===== src/rtl/adc_scan_seq_if.sv =====
// Avalon-ST command/response link between the scan sequencer and the modular ADC core.
// master = sequencer side, slave = ADC core side.
interface adc_scan_seq_if;
  logic        command_valid;
  logic [4:0]  command_channel;
  logic        command_startofpacket;
  logic        command_endofpacket;
  logic        command_ready;

  logic        response_valid;
  logic [4:0]  response_channel;
  logic [11:0] response_data;
  logic        response_startofpacket;
  logic        response_endofpacket;

  modport master (
    output command_valid,
    output command_channel,
    output command_startofpacket,
    output command_endofpacket,
    input  command_ready,
    input  response_valid,
    input  response_channel,
    input  response_data,
    input  response_startofpacket,
    input  response_endofpacket
  );

  modport slave (
    input  command_valid,
    input  command_channel,
    input  command_startofpacket,
    input  command_endofpacket,
    output command_ready,
    output response_valid,
    output response_channel,
    output response_data,
    output response_startofpacket,
    output response_endofpacket
  );
endinterface


===== src/rtl/adc_scan_seq.sv =====
// Scan sequencer for the modular ADC core: walks a channel slot table, issues one command per
// slot, checks each response channel and latches 12-bit results per slot.
module adc_scan_seq #(
  parameter int unsigned MAX_SLOTS      = 8,
  parameter int unsigned GAP_CYCLES     = 16,
  parameter int unsigned TIMEOUT_CYCLES = 1023
) (
  input  logic                 clock_clk,
  input  logic                 reset_sink_reset_n,

  input  logic                 cfg_we,
  input  logic [2:0]           cfg_slot,
  input  logic [4:0]           cfg_channel,
  input  logic [2:0]           scan_len,
  input  logic                 start,
  input  logic                 continuous,
  input  logic                 stop,

  adc_scan_seq_if.master       adc,

  input  logic [2:0]           result_sel,
  output logic [11:0]          result_data,
  output logic [MAX_SLOTS-1:0] result_mask,
  output logic                 busy,
  output logic                 scan_done,
  output logic                 err_mismatch,
  output logic                 err_timeout,
  input  logic                 err_clear
);

  localparam int unsigned TmoW = $clog2(TIMEOUT_CYCLES + 1);
  localparam int unsigned GapW = (GAP_CYCLES > 0) ? $clog2(GAP_CYCLES + 1) : 1;
  localparam logic [TmoW-1:0] TmoLast = TmoW'(TIMEOUT_CYCLES - 1);
  localparam logic [GapW-1:0] GapLast = GapW'(GAP_CYCLES);

  typedef enum logic [1:0] {
    StIdle,
    StCmd,
    StResp,
    StGap
  } state_e;

  state_e               state_q, state_d;
  logic [2:0]           slot_q, slot_d;
  logic [4:0]           cmd_chan_q, cmd_chan_d;
  logic [TmoW-1:0]      tmo_cnt_q, tmo_cnt_d;
  logic [GapW-1:0]      gap_cnt_q, gap_cnt_d;
  logic                 cont_q, cont_d;
  logic                 stop_req_q, stop_req_d;
  logic                 scan_done_q, scan_done_d;
  logic                 err_mismatch_q, err_mismatch_d;
  logic                 err_timeout_q, err_timeout_d;
  logic [MAX_SLOTS-1:0] mask_q, mask_d;
  logic [4:0]           table_q [MAX_SLOTS];
  logic [4:0]           table_d [MAX_SLOTS];
  logic [11:0]          result_q [MAX_SLOTS];
  logic [11:0]          result_d [MAX_SLOTS];

  logic       set_mismatch;
  logic       set_timeout;
  logic       resolved;
  logic       last_slot;
  logic [2:0] slot_inc;

  // The ADC's packet markers on the response side carry no information we need.
  logic unused_resp_marks;
  assign unused_resp_marks = adc.response_startofpacket ^ adc.response_endofpacket;

  assign last_slot = (slot_q == scan_len);
  assign slot_inc  = slot_q + 3'd1;

  always_comb begin
    state_d      = state_q;
    slot_d       = slot_q;
    cmd_chan_d   = cmd_chan_q;
    tmo_cnt_d    = tmo_cnt_q;
    gap_cnt_d    = gap_cnt_q;
    cont_d       = cont_q;
    stop_req_d   = stop_req_q;
    mask_d       = mask_q;
    table_d      = table_q;
    result_d     = result_q;
    scan_done_d  = 1'b0;
    set_mismatch = 1'b0;
    set_timeout  = 1'b0;
    resolved     = 1'b0;

    // Table reads below use table_q, so a write landing on the same edge as a CMD entry
    // for that slot leaves the outgoing command on the old channel.
    if (cfg_we) begin
      table_d[cfg_slot] = cfg_channel;
    end

    unique case (state_q)
      StIdle: begin
        if (start) begin
          state_d    = StCmd;
          slot_d     = 3'd0;
          cmd_chan_d = table_q[0];
          mask_d     = '0;
          cont_d     = continuous;
          stop_req_d = 1'b0;
        end
      end

      StCmd: begin
        if (stop) begin
          stop_req_d = 1'b1;
          cont_d     = 1'b0;
        end
        if (adc.command_ready) begin
          state_d   = StResp;
          tmo_cnt_d = '0;
        end
      end

      StResp: begin
        if (stop) begin
          stop_req_d = 1'b1;
          cont_d     = 1'b0;
        end

        if (adc.response_valid) begin
          resolved = 1'b1;
          if (adc.response_channel == cmd_chan_q) begin
            result_d[slot_q] = adc.response_data;
            mask_d[slot_q]   = 1'b1;
          end else begin
            set_mismatch = 1'b1;
          end
        end else if (tmo_cnt_q == TmoLast) begin
          resolved    = 1'b1;
          set_timeout = 1'b1;
        end else begin
          tmo_cnt_d = tmo_cnt_q + 1'b1;
        end

        if (resolved) begin
          if (!last_slot) begin
            state_d    = StCmd;
            slot_d     = slot_inc;
            cmd_chan_d = table_q[slot_inc];
          end else begin
            scan_done_d = 1'b1;
            if (cont_d && !stop_req_d) begin
              state_d   = StGap;
              gap_cnt_d = '0;
            end else begin
              state_d = StIdle;
            end
          end
        end
      end

      StGap: begin
        if (stop || stop_req_q) begin
          state_d = StIdle;
        end else if (gap_cnt_q == GapLast) begin
          state_d    = StCmd;
          slot_d     = 3'd0;
          cmd_chan_d = table_q[0];
          mask_d     = '0;
        end else begin
          gap_cnt_d = gap_cnt_q + 1'b1;
        end
      end

      default: state_d = StIdle;
    endcase

    // The core has no backpressure, so a stray response can only be dropped and flagged.
    if ((state_q != StResp) && adc.response_valid) begin
      set_mismatch = 1'b1;
    end

    // Set beats clear when both happen in the same cycle.
    err_mismatch_d = set_mismatch ? 1'b1 : (err_clear ? 1'b0 : err_mismatch_q);
    err_timeout_d  = set_timeout  ? 1'b1 : (err_clear ? 1'b0 : err_timeout_q);
  end

  always_ff @(posedge clock_clk or negedge reset_sink_reset_n) begin
    if (!reset_sink_reset_n) begin
      state_q        <= StIdle;
      slot_q         <= '0;
      cmd_chan_q     <= '0;
      tmo_cnt_q      <= '0;
      gap_cnt_q      <= '0;
      cont_q         <= 1'b0;
      stop_req_q     <= 1'b0;
      scan_done_q    <= 1'b0;
      err_mismatch_q <= 1'b0;
      err_timeout_q  <= 1'b0;
      mask_q         <= '0;
      table_q        <= '{default: '0};
      result_q       <= '{default: '0};
    end else begin
      state_q        <= state_d;
      slot_q         <= slot_d;
      cmd_chan_q     <= cmd_chan_d;
      tmo_cnt_q      <= tmo_cnt_d;
      gap_cnt_q      <= gap_cnt_d;
      cont_q         <= cont_d;
      stop_req_q     <= stop_req_d;
      scan_done_q    <= scan_done_d;
      err_mismatch_q <= err_mismatch_d;
      err_timeout_q  <= err_timeout_d;
      mask_q         <= mask_d;
      table_q        <= table_d;
      result_q       <= result_d;
    end
  end

  // Packet markers are gated by state so nothing toggles while idle or in reset.
  always_comb begin
    adc.command_valid         = (state_q == StCmd);
    adc.command_channel       = cmd_chan_q;
    adc.command_startofpacket = (state_q == StCmd) && (slot_q == 3'd0);
    adc.command_endofpacket   = (state_q == StCmd) && last_slot;
  end

  assign result_data  = result_q[result_sel];
  assign result_mask  = mask_q;
  assign busy         = (state_q != StIdle);
  assign scan_done    = scan_done_q;
  assign err_mismatch = err_mismatch_q;
  assign err_timeout  = err_timeout_q;

endmodule


===== src/flat_wrapper.sv =====
// flat-port wrapper written by rule: the top's interface ports become plain ports
module adc_scan_seq_flat 
#(
  parameter int unsigned MAX_SLOTS      = 8,
  parameter int unsigned GAP_CYCLES     = 16,
  parameter int unsigned TIMEOUT_CYCLES = 1023
)
  (clock_clk, reset_sink_reset_n, cfg_we, cfg_slot, cfg_channel, scan_len, start, continuous, stop, result_sel, result_data, result_mask, busy, scan_done, err_mismatch, err_timeout, err_clear, adc_command_valid, adc_command_channel, adc_command_startofpacket, adc_command_endofpacket, adc_command_ready, adc_response_valid, adc_response_channel, adc_response_data, adc_response_startofpacket, adc_response_endofpacket);
  adc_scan_seq_if adc_i ();
  input  logic clock_clk;
  input  logic reset_sink_reset_n;
  input  logic cfg_we;
  input  logic [2:0] cfg_slot;
  input  logic [4:0] cfg_channel;
  input  logic [2:0] scan_len;
  input  logic start;
  input  logic continuous;
  input  logic stop;
  input  logic [2:0] result_sel;
  output logic [11:0] result_data;
  output logic [MAX_SLOTS-1:0] result_mask;
  output logic busy;
  output logic scan_done;
  output logic err_mismatch;
  output logic err_timeout;
  input  logic err_clear;
  output wire logic [$bits(adc_i.command_valid)-1:0] adc_command_valid;
  output wire logic [$bits(adc_i.command_channel)-1:0] adc_command_channel;
  output wire logic [$bits(adc_i.command_startofpacket)-1:0] adc_command_startofpacket;
  output wire logic [$bits(adc_i.command_endofpacket)-1:0] adc_command_endofpacket;
  input wire logic [$bits(adc_i.command_ready)-1:0] adc_command_ready;
  input wire logic [$bits(adc_i.response_valid)-1:0] adc_response_valid;
  input wire logic [$bits(adc_i.response_channel)-1:0] adc_response_channel;
  input wire logic [$bits(adc_i.response_data)-1:0] adc_response_data;
  input wire logic [$bits(adc_i.response_startofpacket)-1:0] adc_response_startofpacket;
  input wire logic [$bits(adc_i.response_endofpacket)-1:0] adc_response_endofpacket;
  assign adc_command_valid = adc_i.command_valid;
  assign adc_command_channel = adc_i.command_channel;
  assign adc_command_startofpacket = adc_i.command_startofpacket;
  assign adc_command_endofpacket = adc_i.command_endofpacket;
  assign adc_i.command_ready = adc_command_ready;
  assign adc_i.response_valid = adc_response_valid;
  assign adc_i.response_channel = adc_response_channel;
  assign adc_i.response_data = adc_response_data;
  assign adc_i.response_startofpacket = adc_response_startofpacket;
  assign adc_i.response_endofpacket = adc_response_endofpacket;
  adc_scan_seq #(.MAX_SLOTS(MAX_SLOTS), .GAP_CYCLES(GAP_CYCLES), .TIMEOUT_CYCLES(TIMEOUT_CYCLES)) u_core (.clock_clk(clock_clk), .reset_sink_reset_n(reset_sink_reset_n), .cfg_we(cfg_we), .cfg_slot(cfg_slot), .cfg_channel(cfg_channel), .scan_len(scan_len), .start(start), .continuous(continuous), .stop(stop), .adc(adc_i), .result_sel(result_sel), .result_data(result_data), .result_mask(result_mask), .busy(busy), .scan_done(scan_done), .err_mismatch(err_mismatch), .err_timeout(err_timeout), .err_clear(err_clear));
endmodule

===== config.mk =====
export PLATFORM = sky130hd
export DESIGN_NAME = adc_scan_seq_flat
export DESIGN_NICKNAME = d
export VERILOG_FILES = /design/src/rtl/adc_scan_seq_if.sv /design/src/rtl/adc_scan_seq.sv /design/src/flat_wrapper.sv
export SDC_FILE = /design/constraint.sdc
export NUM_CORES = 1
export LEC_CHECK = 0
export BUFFER_PORTS_ARGS = -buffer_cell sky130_fd_sc_hd__buf_4
export CAP_MARGIN = 10
export CORE_MARGIN = 2
export CORE_UTILIZATION = 60
export CTS_CLUSTER_SIZE = 10
export DETAILED_ROUTE_END_ITERATION = 10
export GPL_TIMING_DRIVEN = 0
export PLACE_DENSITY_LB_ADDON = 0.1
export SYNTH_ARGS = -nofsm -noshare
export SYNTH_HDL_FRONTEND = slang
export SYNTH_SLANG_ARGS = --single-unit

===== constraint.sdc =====
create_clock -name clock_clk -period 2.6 [get_ports clock_clk]
set_input_delay 0.13 -clock clock_clk [delete_from_list [all_inputs] [get_ports clock_clk]]
set_output_delay 0.13 -clock clock_clk [all_outputs]
set_load 0.005 [all_outputs]

======== Word-level counts from Yosys, hierarchy flattened ========
Cells that the tools add are included.
storage, ports and cells
  output and inout port bits .............. 32
  bits of input ports ..................... 42
  flip-flop bits (word level) ............. 174
  word-level logic and storage cells ...... 163
operators by class
  add/sub/neg operators ................... 3
  $lt $le $gt $ge ......................... 8
  bitwise gates (word level) .............. 5
  reductions and logical operators ........ 25
  eq/ne operators ......................... 22
  muxes and demuxes ....................... 73
operator list
  operator                 count
  $bwmux W96               1
  $mux W5                  13
  $bwmux W40               1
  $mux W8                  5
  $bmux W12 S3             1
  $demux W12 S3            1
  $mux W12                 3
  $mux W10                 3
  $pmux W8 S3              1
  $mux W1                  22
  $pmux W10 S2             1
  $reduce_and A6 Y1        3
  $ge A4 B4 Y1 const B     4
  $ne A2 B2 Y1 const B     8
  $not A3 Y4               4
  $bmux W5 S3              1
  $demux W5 S3             1
  $mux W3                  5
  $pmux W5 S3              1
  $mux W2                  7
  $ne A2 B1 Y1 const B     6
  $add A10 B1 Y10 const B  1
  $eq A10 B10 Y1 const B   1
  $pmux W5 S2              1
  other kinds (26)         41

======== Depth between registers and ports, before layout ========
Gate-level depths: netlist (run 1).
  depth in word-level cells ............... 8
  gate-level depth with buffers ........... 8
  depth with buffers taken out ............ 6

======== Worst setup path after synthesis (run 1) ========
OpenSTA, ideal clock, no wires.
  path type ............................... register to register
  from .................................... register u_core.slot_q[1]
  to ...................................... register u_core.cmd_chan_q[1], in the netlist u_core.adc.command_channel[1]
  arrival ................................. 2.159 ns
  required time ........................... 2.472 ns
  path buffers ............................ 2
  path slack .............................. 0.313 ns
  clock period less this slack ............ 2.287 ns
  setup time .............................. 0.128 ns
  cell stages (with the launch flop) ...... 9
  cells stage by stage .................... dfrtp_1 clkbuf_1 inv_1 ha_1 clkbuf_1 mux4_2 mux2i_1 a21oi_1 mux2_1
on the way
  cells in the longest elaborated chain, start to end .. 8
  elaborated cells between the ends (all ways) .. 11
  classes of those cells .................. add/sub (1); eq/ne (2); mux (6); bitwise (1); reduce/logical (1)
RTL lines
  what                                         line                 text
  start, declared                              adc_scan_seq.sv:44   logic [2:0] slot_q, slot_d;
  start signal, assigned                       adc_scan_seq.sv:198  slot_q <= slot_d;
  $add A3 B1 Y3                                adc_scan_seq.sv:70   assign slot_inc = slot_q + 3'd1;
  $not A3 Y4 (implied by the code)             adc_scan_seq.sv:142  cmd_chan_d = table_q[slot_inc];
  $bmux W5 S3                                  adc_scan_seq.sv:142
  $mux W5 (implied by the code) (2 in series)  adc_scan_seq.sv:142
  $mux W5                                      adc_scan_seq.sv:139  if (!last_slot) begin
  $mux W5                                      adc_scan_seq.sv:138  if (resolved) begin
  $pmux W5 S3                                  adc_scan_seq.sv:94   unique case (state_q)
  end signal, assigned                         adc_scan_seq.sv:199  cmd_chan_q <= cmd_chan_d;
  end, declared                                adc_scan_seq.sv:45   logic [4:0] cmd_chan_q, cmd_chan_d;
Parallel ways exist; a longest one is shown, timed or not. The select of a mux whose other input is x is not followed.
A chain may end at the register's enable or synchronous reset.

======== Final worst setup path (run 1) ========
  from .................................... register u_core.state_q[0]
  to ...................................... register u_core.cmd_chan_q[3], in the netlist u_core.adc.command_channel[3]
on the way
  cells in the longest elaborated chain, start to end .. 3
  elaborated cells between the ends (all ways) .. 11
  classes of those cells .................. eq/ne (7); mux (1); reduce/logical (3)
RTL lines
  what                                                   line                 text
  start, declared                                        adc_scan_seq.sv:43   state_e state_q, state_d;
  start signal, assigned                                 adc_scan_seq.sv:183  state_q <= StIdle;
  start signal, assigned                                 adc_scan_seq.sv:197  state_q <= state_d;
  $eq A2 B2 Y1 or $logic_not A2 Y1 (tied branches)       adc_scan_seq.sv:94
  $ne A2 B2 Y1 (no source line) (tied with other cells)  -
  $reduce_and A6 Y1 (no source line)                     -
Parallel ways exist; a longest one is shown, timed or not.

==> impl_metrics.env, run 1 <==
export IMPL_status="complete, no violations"
export IMPL_worstPathArrival_ns=2.82
export IMPL_fp_coreArea_um2=13800
export IMPL_firstDrtPassIters=5
export IMPL_ir_drop_v=0.000543
export IMPL_crit_start="u_core.state_q[0]"
export IMPL_ff2ff_path_depth=8
export IMPL_drc_errors=0
export IMPL_synth_seq_cells=174
export IMPL_cts_tree="yes"
export IMPL_multiInputGateArea_um2=3980
export IMPL_crit_path_start_kind="flip-flop"
export IMPL_pin_count=74
export IMPL_syn_area_um2=8390
export IMPL_period_needed_ns=2.51
export IMPL_skew_ns=0.00867
export IMPL_clockBufferDepth=2
export IMPL_hold_viol_final=0
export IMPL_num_antenna_cells=0
export IMPL_worstPathRequired_ns=2.92
export IMPL_seq_area_um2=4360
export IMPL_relSlewSlack_pct=32.1
export IMPL_gp_congestion=0.864
export IMPL_grt_pass1_wl_mm=29.5
export IMPL_tightest_slew_ns=1.02
export IMPL_min_to="u_core.result_q[34]"
export IMPL_p_leak_nw=4.65
export IMPL_clk_pin_slew_ns=0.07
export IMPL_clk_latency_ns=0.43
export IMPL_synth_cell_types=49
export IMPL_cts_made_buffers=17
export IMPL_fin_ws_ns=0.0930
export IMPL_num_fill_cells=950
export IMPL_maxCapViolations=0
export IMPL_drt_iter0_drc=406
export IMPL_root_buffer="clkbuf_16"
export IMPL_die_area_um2=14900
export IMPL_drive_gt1_share_pct=43.3
export IMPL_die_w_um=122
export IMPL_total_power_w=0.00820
export IMPL_routed_wl_mm=18.4
export IMPL_grt_max_degree=131
export IMPL_grtUsageTotal_pct=26.3
export IMPL_vias_per_cell=6.12
export IMPL_end_kind="flip-flop"
export IMPL_syn2layout_area_growth_pct=20.6
export IMPL_avgSynthCellArea_um2=13.9
export IMPL_dpl_hpwl_mm=12.4
export IMPL_antenna_found_initial=0
export IMPL_num_vias=5551
export IMPL_fmax_mhz=399
export IMPL_num_rows=43
export IMPL_synth_ff_type="dfrtp_1"
export IMPL_slew_viol_final=0
export IMPL_grt_pass1_vias=5700
export IMPL_rr_startpoint="u_core.state_q[0]"
export IMPL_io_buffer_count=69
export IMPL_fin_crit_sh_pct=96.4
export IMPL_die_y_um=122
export IMPL_rr_endpoint="u_core.adc.command_channel[3]"
export IMPL_clkSinkCount=174
export IMPL_final_antenna_net_count=0
export IMPL_setup_viol=0
export IMPL_hold_start="adc_response_data[10]"
export IMPL_cp_max_fo=7
export IMPL_netlist_instances=603
export IMPL_synth_edf_count=0
export IMPL_htreeDepth=4
export IMPL_power_density_nw_per_um2=811
export IMPL_avgRoutedWirePerCell_um=20.3
export IMPL_critical_path_class="reg -> reg"
export IMPL_whs_ns=0.0153
export IMPL_synth_net_count=656
export IMPL_fin_tns_setup_ns=0
export IMPL_synth_warnings=0
export IMPL_start_util_pct=60.9
export IMPL_regToRegSetupSlack_ns=0.09
export IMPL_min_path_cells=2
export IMPL_hp_class="in -> reg"
export IMPL_fin_nets=767
export IMPL_async_flop_share_pct=100
export IMPL_yosysSeqAreaShare_pct=51.9
export IMPL_place_ws_ns=-0.406
export IMPL_grt_overflow=0
## layout by cell type (no fill, tap or decap), drive strengths merged, types with 3 or more instances in the layout
master	n
a21oi	12
nand4	4
o21ai	15
xnor2	5
clkbuf	35
o31ai	8
mux2	154
nand2b	7
mux4	34
mux2i	11
clkinv	5
nor4	15
clkinvlp	5
nand3	4
dfrtp	174
or4	6
o41ai	8
o21a	4
a31oi	3
nor3	6
nor2	11
dlygate4sd3	21
xor2	4
nand4b	3
and2	4
inv	16
buf	87
nand2	22
ha	11
nor2b	6
## synthesized netlist by cell type, drive strengths merged (12+ instances only)
library cell	n	area share (%)
dfrtp	174	52
mux2	154	21
mux4	34	9.1
inv	14	0.63
nor4	15	1.1
buf	15	0.88
clkbuf	16	0.72
nand2	22	0.98
o21ai	15	0.89
a21oi	12	0.72
## power breakdown
group | switching [W] | total, W | internal (W)
sequential | 0.000290 | 0.00340 | 0.00311
combinational | 0.00129 | 0.00245 | 0.00115
clock | 0.00108 | 0.00235 | 0.00127
## metrics by stage
step                util [%]  instances  cell area [um2]
CTS                     72.7        906            10000
global placement        66.3        852             9130
floorplan                  -        603             8390
detailed placement      66.6        853             9170
finish                  73.4        907            10100
global route            73.4        907            10100
## worst max path at each step
stage | end | slack, ns | depth (start not counted)
2_1_floorplan | u_core.adc.command_channel[1] | 0.31 | 8
3_3_place_gp | u_core.result_q[90] | -0.28 | 8
3_5_place_dp | u_core.result_q[86] | -0.41 | 8
4_1_cts | u_core.result_q[76] | -0.01 | 8
5_1_grt | u_core.result_q[22] | -0.009 | 8
6_report | u_core.adc.command_channel[3] | 0.09 | 8
## critical path, stage by stage (launching register included)
cell and delay [ns]:
dfrtp_2 0.42, inv_1 0.08, ha_1 0.23, nor2b_1 0.19
a2111o_1 0.49, buf_4 0.18, or3_1 0.29, buf_2 0.19
mux2_1 0.32
## final cells by class
type                       instances  area share (%)
clock buffer                      20            4.51
sequential                       174            43.1
clock inverter                    12           0.866
multi-input combinational        384            39.4
timing repair buffer              93            7.69
tap                              180            2.23
buffer                            30            1.72
inverter                          14           0.519
## metal layers
metal / global-route usage, % / vias up / share of wire (%)
met4: 8.62 / 0 / 1.7
met3: 5.62 / 24 / 3.6
met5: 0 / - / 0
met1: 35.0 / 2899 / 44
met2: 43.6 / 123 / 51
li1: - / 2505 / -
## timing repair
item                       CTS  global route
resized for setup           19            23
hold buffers                21             0
hold endpoints to repair   169             0
pin swaps                    0             1
setup endpoints to repair   86            82
setup buffers                1             1
## logic make-up after synthesis
logic type               share of synthesized area [%]
AO/OA/AOI/OAI                                     5.32
XOR/XNOR                                         0.939
adder cells (fa/ha/maj)                           1.64
buffers and inverters                             2.22
flip-flops                                        51.9
multiplexers                                      31.1
AND/OR/NAND/NOR                                   6.87
## registers in the layout, summed over array words and instances (netlist names), 2 cells and up
signal,flops
u_core.table_q,40
u_core.tmo_cnt_q,10
u_core.gap_cnt_q,5
u_core.slot_q,3
u_core.adc.command_channel,5
u_core.result_q,96
u_core.state_q,2
u_core.result_mask,8
Note: power is estimated with default switching activity, not from simulation.
==> run 2, diff against run 1 <==
CTS_CLUSTER_SIZE = 14   (was 10)
SETUP_SLACK_MARGIN = 0.3   (was not set)
==> impl_metrics.env, run 2 (synthesis gave the netlist of run 1 again) <==
export IMPL_status="complete, no violations"
export IMPL_die_y_um=122
export IMPL_fmax_mhz=428
export IMPL_antenna_found_initial=0
export IMPL_period_needed_ns=2.34
export IMPL_grtUsageTotal_pct=27.0
export IMPL_maxCapViolations=0
export IMPL_total_power_w=0.00873
export IMPL_syn2layout_area_growth_pct=25.2
export IMPL_tightest_slew_ns=0.998
export IMPL_cts_tree="yes"
export IMPL_final_antenna_net_count=0
export IMPL_grt_pass1_wl_mm=30.3
export IMPL_fin_nets=790
export IMPL_final_cell_mix="dfrtp_1 (173), mux2_2 (144), buf_4 (90), mux4_2 (34)"
export IMPL_place_ws_ns=-0.406
export IMPL_num_antenna_cells=0
export IMPL_critPathTopFamily="compound AO/OA/AOI/OAI gates"
export IMPL_min_path_cells=2
export IMPL_clockBufferDepth=2
export IMPL_num_vias=5741
export IMPL_critPathMaxStageDelay_ns=0.50
export IMPL_clkSinkCount=174
export IMPL_final_common_cell="dfrtp_1"
export IMPL_critical_path_class="reg -> reg"
export IMPL_clk_pin_slew_ns=0.07
export IMPL_drc_errors=0
export IMPL_worstPathArrival_ns=2.65
export IMPL_path_cells="buf_6, ha_4, o21a_1, a2111o_1, or4_4, buf_6, o41ai_2"
export IMPL_drt_iter0_drc=442
export IMPL_final_util_pct=76.3
export IMPL_rr_endpoint="u_core.result_mask[4]"
export IMPL_cp_max_fo=7
export IMPL_gp_congestion=0.864
export IMPL_fin_ws_ns=0.261
export IMPL_die_area_um2=14900
export IMPL_final_cells=930
export IMPL_seq_area_um2=4360
export IMPL_relSlewSlack_pct=33.3
export IMPL_dp_cells=853
export IMPL_dpl_hpwl_mm=12.4
export IMPL_crit_path_start_kind="flip-flop"
export IMPL_clk_latency_ns=0.43
export IMPL_ir_drop_v=0.000550
export IMPL_hp_class="in -> reg"
export IMPL_io_buffer_count=69
export IMPL_crit_buf_inv=2
export IMPL_rsz0062_at_grt="yes"
export IMPL_fin_crit_sh_pct=89.9
export IMPL_min_to="u_core.result_q[34]"
export IMPL_top_regs="u_core.result_q: 96 flops, u_core.table_q: 40 flops, u_core.tmo_cnt_q: 10 flops"
export IMPL_num_rows=43
export IMPL_multiInputGateArea_um2=4110
export IMPL_critPathMostFrequentCell="buf_6"
export IMPL_rr_startpoint="u_core.state_q[1]"
export IMPL_vias_per_cell=6.17
export IMPL_p_leak_nw=4.85
export IMPL_slowest_stage="a2111o_1"
export IMPL_pin_count=74
export IMPL_routed_wl_mm=19.5
export IMPL_crit_start="u_core.state_q[1]"
export IMPL_htreeDepth=4
export IMPL_start_util_pct=60.9
export IMPL_power_density_nw_per_um2=830
export IMPL_avgRoutedWirePerCell_um=20.9
export IMPL_firstDrtPassIters=5
export IMPL_setup_viol=0
export IMPL_grt_overflow=0
export IMPL_largest_register="u_core.result_q"
export IMPL_skew_ns=0.00963
export IMPL_hold_start="adc_response_data[10]"
export IMPL_fp_coreArea_um2=13800
export IMPL_grt_pass1_vias=5830
export IMPL_cts_made_buffers=17
export IMPL_slew_viol_final=0
export IMPL_regToRegSetupSlack_ns=0.26
export IMPL_grt_max_degree=131
export IMPL_placed_area_um2=9170
export IMPL_root_buffer="clkbuf_16"
export IMPL_ff2ff_path_depth=7
export IMPL_end_kind="flip-flop"
export IMPL_worstPathRequired_ns=2.91
export IMPL_fin_area_um2=10500
export IMPL_largest_reg_flops=96
export IMPL_hold_viol_final=0
export IMPL_drive_gt1_share_pct=48.1
export IMPL_num_fill_cells=882
export IMPL_die_w_um=122
-- run 2: cell count changes in the layout (fill, tap and decap cells not counted), sizes merged --
cell      delta
inv          -1
buf         +25
clkbuf       -2
clkinvlp     +1
-- run 2: per-stage QoR --
step	hold slack, ns	setup TNS, ns
5_1_grt	0.00572	0
4_1_cts	0.000997	0
3_3_place_gp	0.331	-14.74
6_report	0.0115	0
2_1_floorplan	-0.166	0
3_5_place_dp	0.0402	-17.01
-- run 2: worst max path at each step --
stage,end,cells after the start,slack (ns)
after global routing,u_core.result_mask[4],6,0.19
after detailed placement,u_core.result_q[86],8,-0.41
after CTS,u_core.adc.command_channel[3],7,0.28
after global placement,u_core.result_q[90],8,-0.28
after floorplan,u_core.adc.command_channel[1],8,0.31
final,u_core.result_mask[4],7,0.26
-- run 2: area by class of cell --
class                           count  area share [%]
Buffer                             31            2.44
Clock buffer                       20            4.35
Clock inverter                     12           0.834
Inverter                           14           0.536
Multi-Input combinational cell    384            39.1
Sequential cell                   174            41.5
Tap cell                          180            2.14
Timing Repair Buffer              115            9.11
-- run 2: timing repair --
| action | CTS | global route |
|---|---|---|
| endpoints found under the hold margin | 169 | 0 |
| hold buffers | 21 | 0 |
| gates cloned | 1 | 1 |
| pin swaps | 8 | 6 |
| resized for setup | 56 | 39 |
| setup endpoints to repair | 115 | 79 |
| buffers inserted | 8 | 14 |
-- run 2: power breakdown --
group          switching, W  total [W]  internal (W)
combinational       0.00148    0.00299       0.00151
sequential         0.000265    0.00337       0.00311
clock               0.00109    0.00236       0.00127
total               0.00284    0.00873       0.00589
-- run 2: layer usage --
metal / up-vias / global-route usage [%] / part of all wire (%)
met1: 3001 / 36.0 / 42
met2: 149 / 44.6 / 51
met3: 35 / 5.67 / 4.3
li1: 2556 / - / -
met4: 0 / 9.27 / 1.8
met5: - / 0 / 0
==> run 3, diff against run 2 <==
CELL_PAD_IN_SITES_DETAIL_PLACEMENT = 0   (was not set)
CELL_PAD_IN_SITES_GLOBAL_PLACEMENT = 2   (was not set)
CORE_UTILIZATION = 30   (was 60)
==> impl_metrics.env, run 3 (synthesis gave the netlist of run 1 again) <==
export IMPL_status="complete, no violations"
export IMPL_slew_viol_final=0
export IMPL_final_antenna_net_count=0
export IMPL_antenna_found_initial=0
export IMPL_crit_buf_inv=3
export IMPL_regToRegSetupSlack_ns=0.29
export IMPL_die_y_um=171
export IMPL_cts_made_buffers=17
export IMPL_critPathMaxStageDelay_ns=0.48
export IMPL_largest_reg_flops=96
export IMPL_critPathTopFamily="compound AO/OA/AOI/OAI gates"
export IMPL_gp_congestion=0.731
export IMPL_clk_latency_ns=0.43
export IMPL_power_density_nw_per_um2=824
export IMPL_num_rows=61
export IMPL_worstPathArrival_ns=2.60
export IMPL_largest_register="u_core.result_q"
export IMPL_vias_per_cell=4.95
export IMPL_grt_max_degree=96
export IMPL_firstDrtPassIters=4
export IMPL_clkSinkCount=174
export IMPL_rr_endpoint="u_core.result_mask[1]"
export IMPL_setup_viol=0
export IMPL_die_area_um2=29300
export IMPL_seq_area_um2=4360
export IMPL_end_kind="flip-flop"
export IMPL_fin_area_um2=10900
export IMPL_maxCapViolations=0
export IMPL_cts_tree="yes"
export IMPL_pwr_share_comb_pct=33.9
export IMPL_fin_nets=802
export IMPL_p_leak_nw=4.93
export IMPL_grtUsageTotal_pct=15.8
export IMPL_final_common_cell="dfrtp_1"
export IMPL_path_cells="inv_2, ha_2, nor2b_4, a2111o_1, buf_4, clkbuf_1, o21ai_0, o41ai_4"
export IMPL_pin_count=74
export IMPL_grt_pass1_vias=5926
export IMPL_htreeDepth=4
export IMPL_period_needed_ns=2.31
export IMPL_drt_iter0_drc=231
export IMPL_rr_startpoint="u_core.state_q[0]"
export IMPL_min_to="u_core.result_q[76]"
export IMPL_grt_overflow=0
export IMPL_final_cell_mix="dfrtp_1 (173), mux2_2 (144), buf_4 (101), mux4_2 (34), dlygate4sd3_1 (21)"
export IMPL_ff2ff_path_depth=8
export IMPL_crit_path_start_kind="flip-flop"
export IMPL_p_int_w=0.00592
export IMPL_place_ws_ns=-0.634
export IMPL_power_switching_w=0.00307
export IMPL_multiInputGateArea_um2=4130
export IMPL_num_antenna_cells=0
export IMPL_p_sw_share_pct=34.1
export IMPL_pwr_share_clk_pct=28.6
export IMPL_ir_drop_v=0.000404
export IMPL_routed_wl_mm=22.3
export IMPL_start_util_pct=30.4
export IMPL_fin_ws_ns=0.286
export IMPL_syn2layout_area_growth_pct=30.0
export IMPL_hp_class="in -> reg"
export IMPL_tightest_slew_ns=1.13
export IMPL_avgRoutedWirePerCell_um=19.5
export IMPL_worstPathRequired_ns=2.88
export IMPL_fp_coreArea_um2=27600
export IMPL_top_regs="u_core.result_q: 96 flops, u_core.table_q: 40 flops, u_core.tmo_cnt_q: 10 flops"
export IMPL_num_fill_cells=2648
export IMPL_fin_crit_sh_pct=89.0
export IMPL_placed_area_um2=9420
export IMPL_min_path_cells=2
export IMPL_num_vias=5639
export IMPL_skew_ns=0.0200
export IMPL_io_buffer_count=69
export IMPL_relSlewSlack_pct=24.3
export IMPL_clk_pin_slew_ns=0.08
export IMPL_hold_viol_final=0
export IMPL_cp_max_fo=10
export IMPL_grt_pass1_wl_mm=34.5
export IMPL_dpl_hpwl_mm=14.5
export IMPL_root_buffer="clkbuf_16"
export IMPL_drive_gt1_share_pct=49.5
export IMPL_drc_errors=0
export IMPL_fmax_mhz=432
export IMPL_pwr_share_seq_pct=37.5
export IMPL_slowest_stage="a2111o_1"
export IMPL_critical_path_class="reg -> reg"
export IMPL_rsz0062_at_grt="yes"
export IMPL_hold_start="adc_response_data[4]"
export IMPL_clockBufferDepth=2
export IMPL_die_w_um=171
## run 3: what timing repair did
item,in CTS,in global routing
buffers inserted,16,15
resized for setup,75,32
pin swaps,11,7
hold buffers,21,0
setup endpoints to repair,121,82
endpoints found under the hold margin,209,0
gates cloned,3,2
## run 3: power by group through the flow
stage / Combinational (W) / Sequential, W / Clock (W)
after floorplan: 0.00163 / 0.00334 / 0
after global placement: 0.00237 / 0.00340 / 0
after detailed placement: 0.00242 / 0.00342 / 0
after CTS: 0.00289 / 0.00337 / 0.00264
after global routing: 0.00333 / 0.00342 / 0.00277
final: 0.00305 / 0.00337 / 0.00257
## run 3: layout make-up
type	count	share of cell area (%)
sequential	174	39.9
clock buffer	17	3.90
clock inverter	15	1.54
timing repair buffer	127	9.58
multi-input combinational	384	37.9
buffer	31	2.35
inverter	14	0.516
tap	378	4.33
## run 3: worst max-delay path by stage
stage,end,start,cells after the start
after floorplan,u_core.adc.command_channel[1],u_core.slot_q[1],8
after global placement,u_core.result_q[43],u_core.state_q[0],8
after detailed placement,u_core.result_q[90],u_core.state_q[0],8
after CTS,u_core.result_mask[1],u_core.state_q[0],7
after global routing,u_core.result_mask[1],u_core.state_q[1],8
final,u_core.result_mask[1],u_core.state_q[0],8
## run 3: metal layers
layer,GRT usage [%],routed length [um],up-vias
li1,-,-,2571
met1,22.4,10800,2954
met2,25.2,10600,101
met3,2.81,720,13
met4,3.68,221,0
met5,0,0,-
## run 3: metrics by stage
stage                     power, W  utilization [%]  TNS, ns  hold WS [ns]  std cells
after floorplan            0.00497                -        0        -0.166        603
after global placement     0.00577             34.0   -36.23         0.334       1050
after detailed placement   0.00584             34.1   -39.60         0.157       1051
after CTS                  0.00889             38.7        0       0.00186       1123
after global routing       0.00952             39.5        0       0.00847       1140
final                      0.00899             39.5        0        0.0157       1140
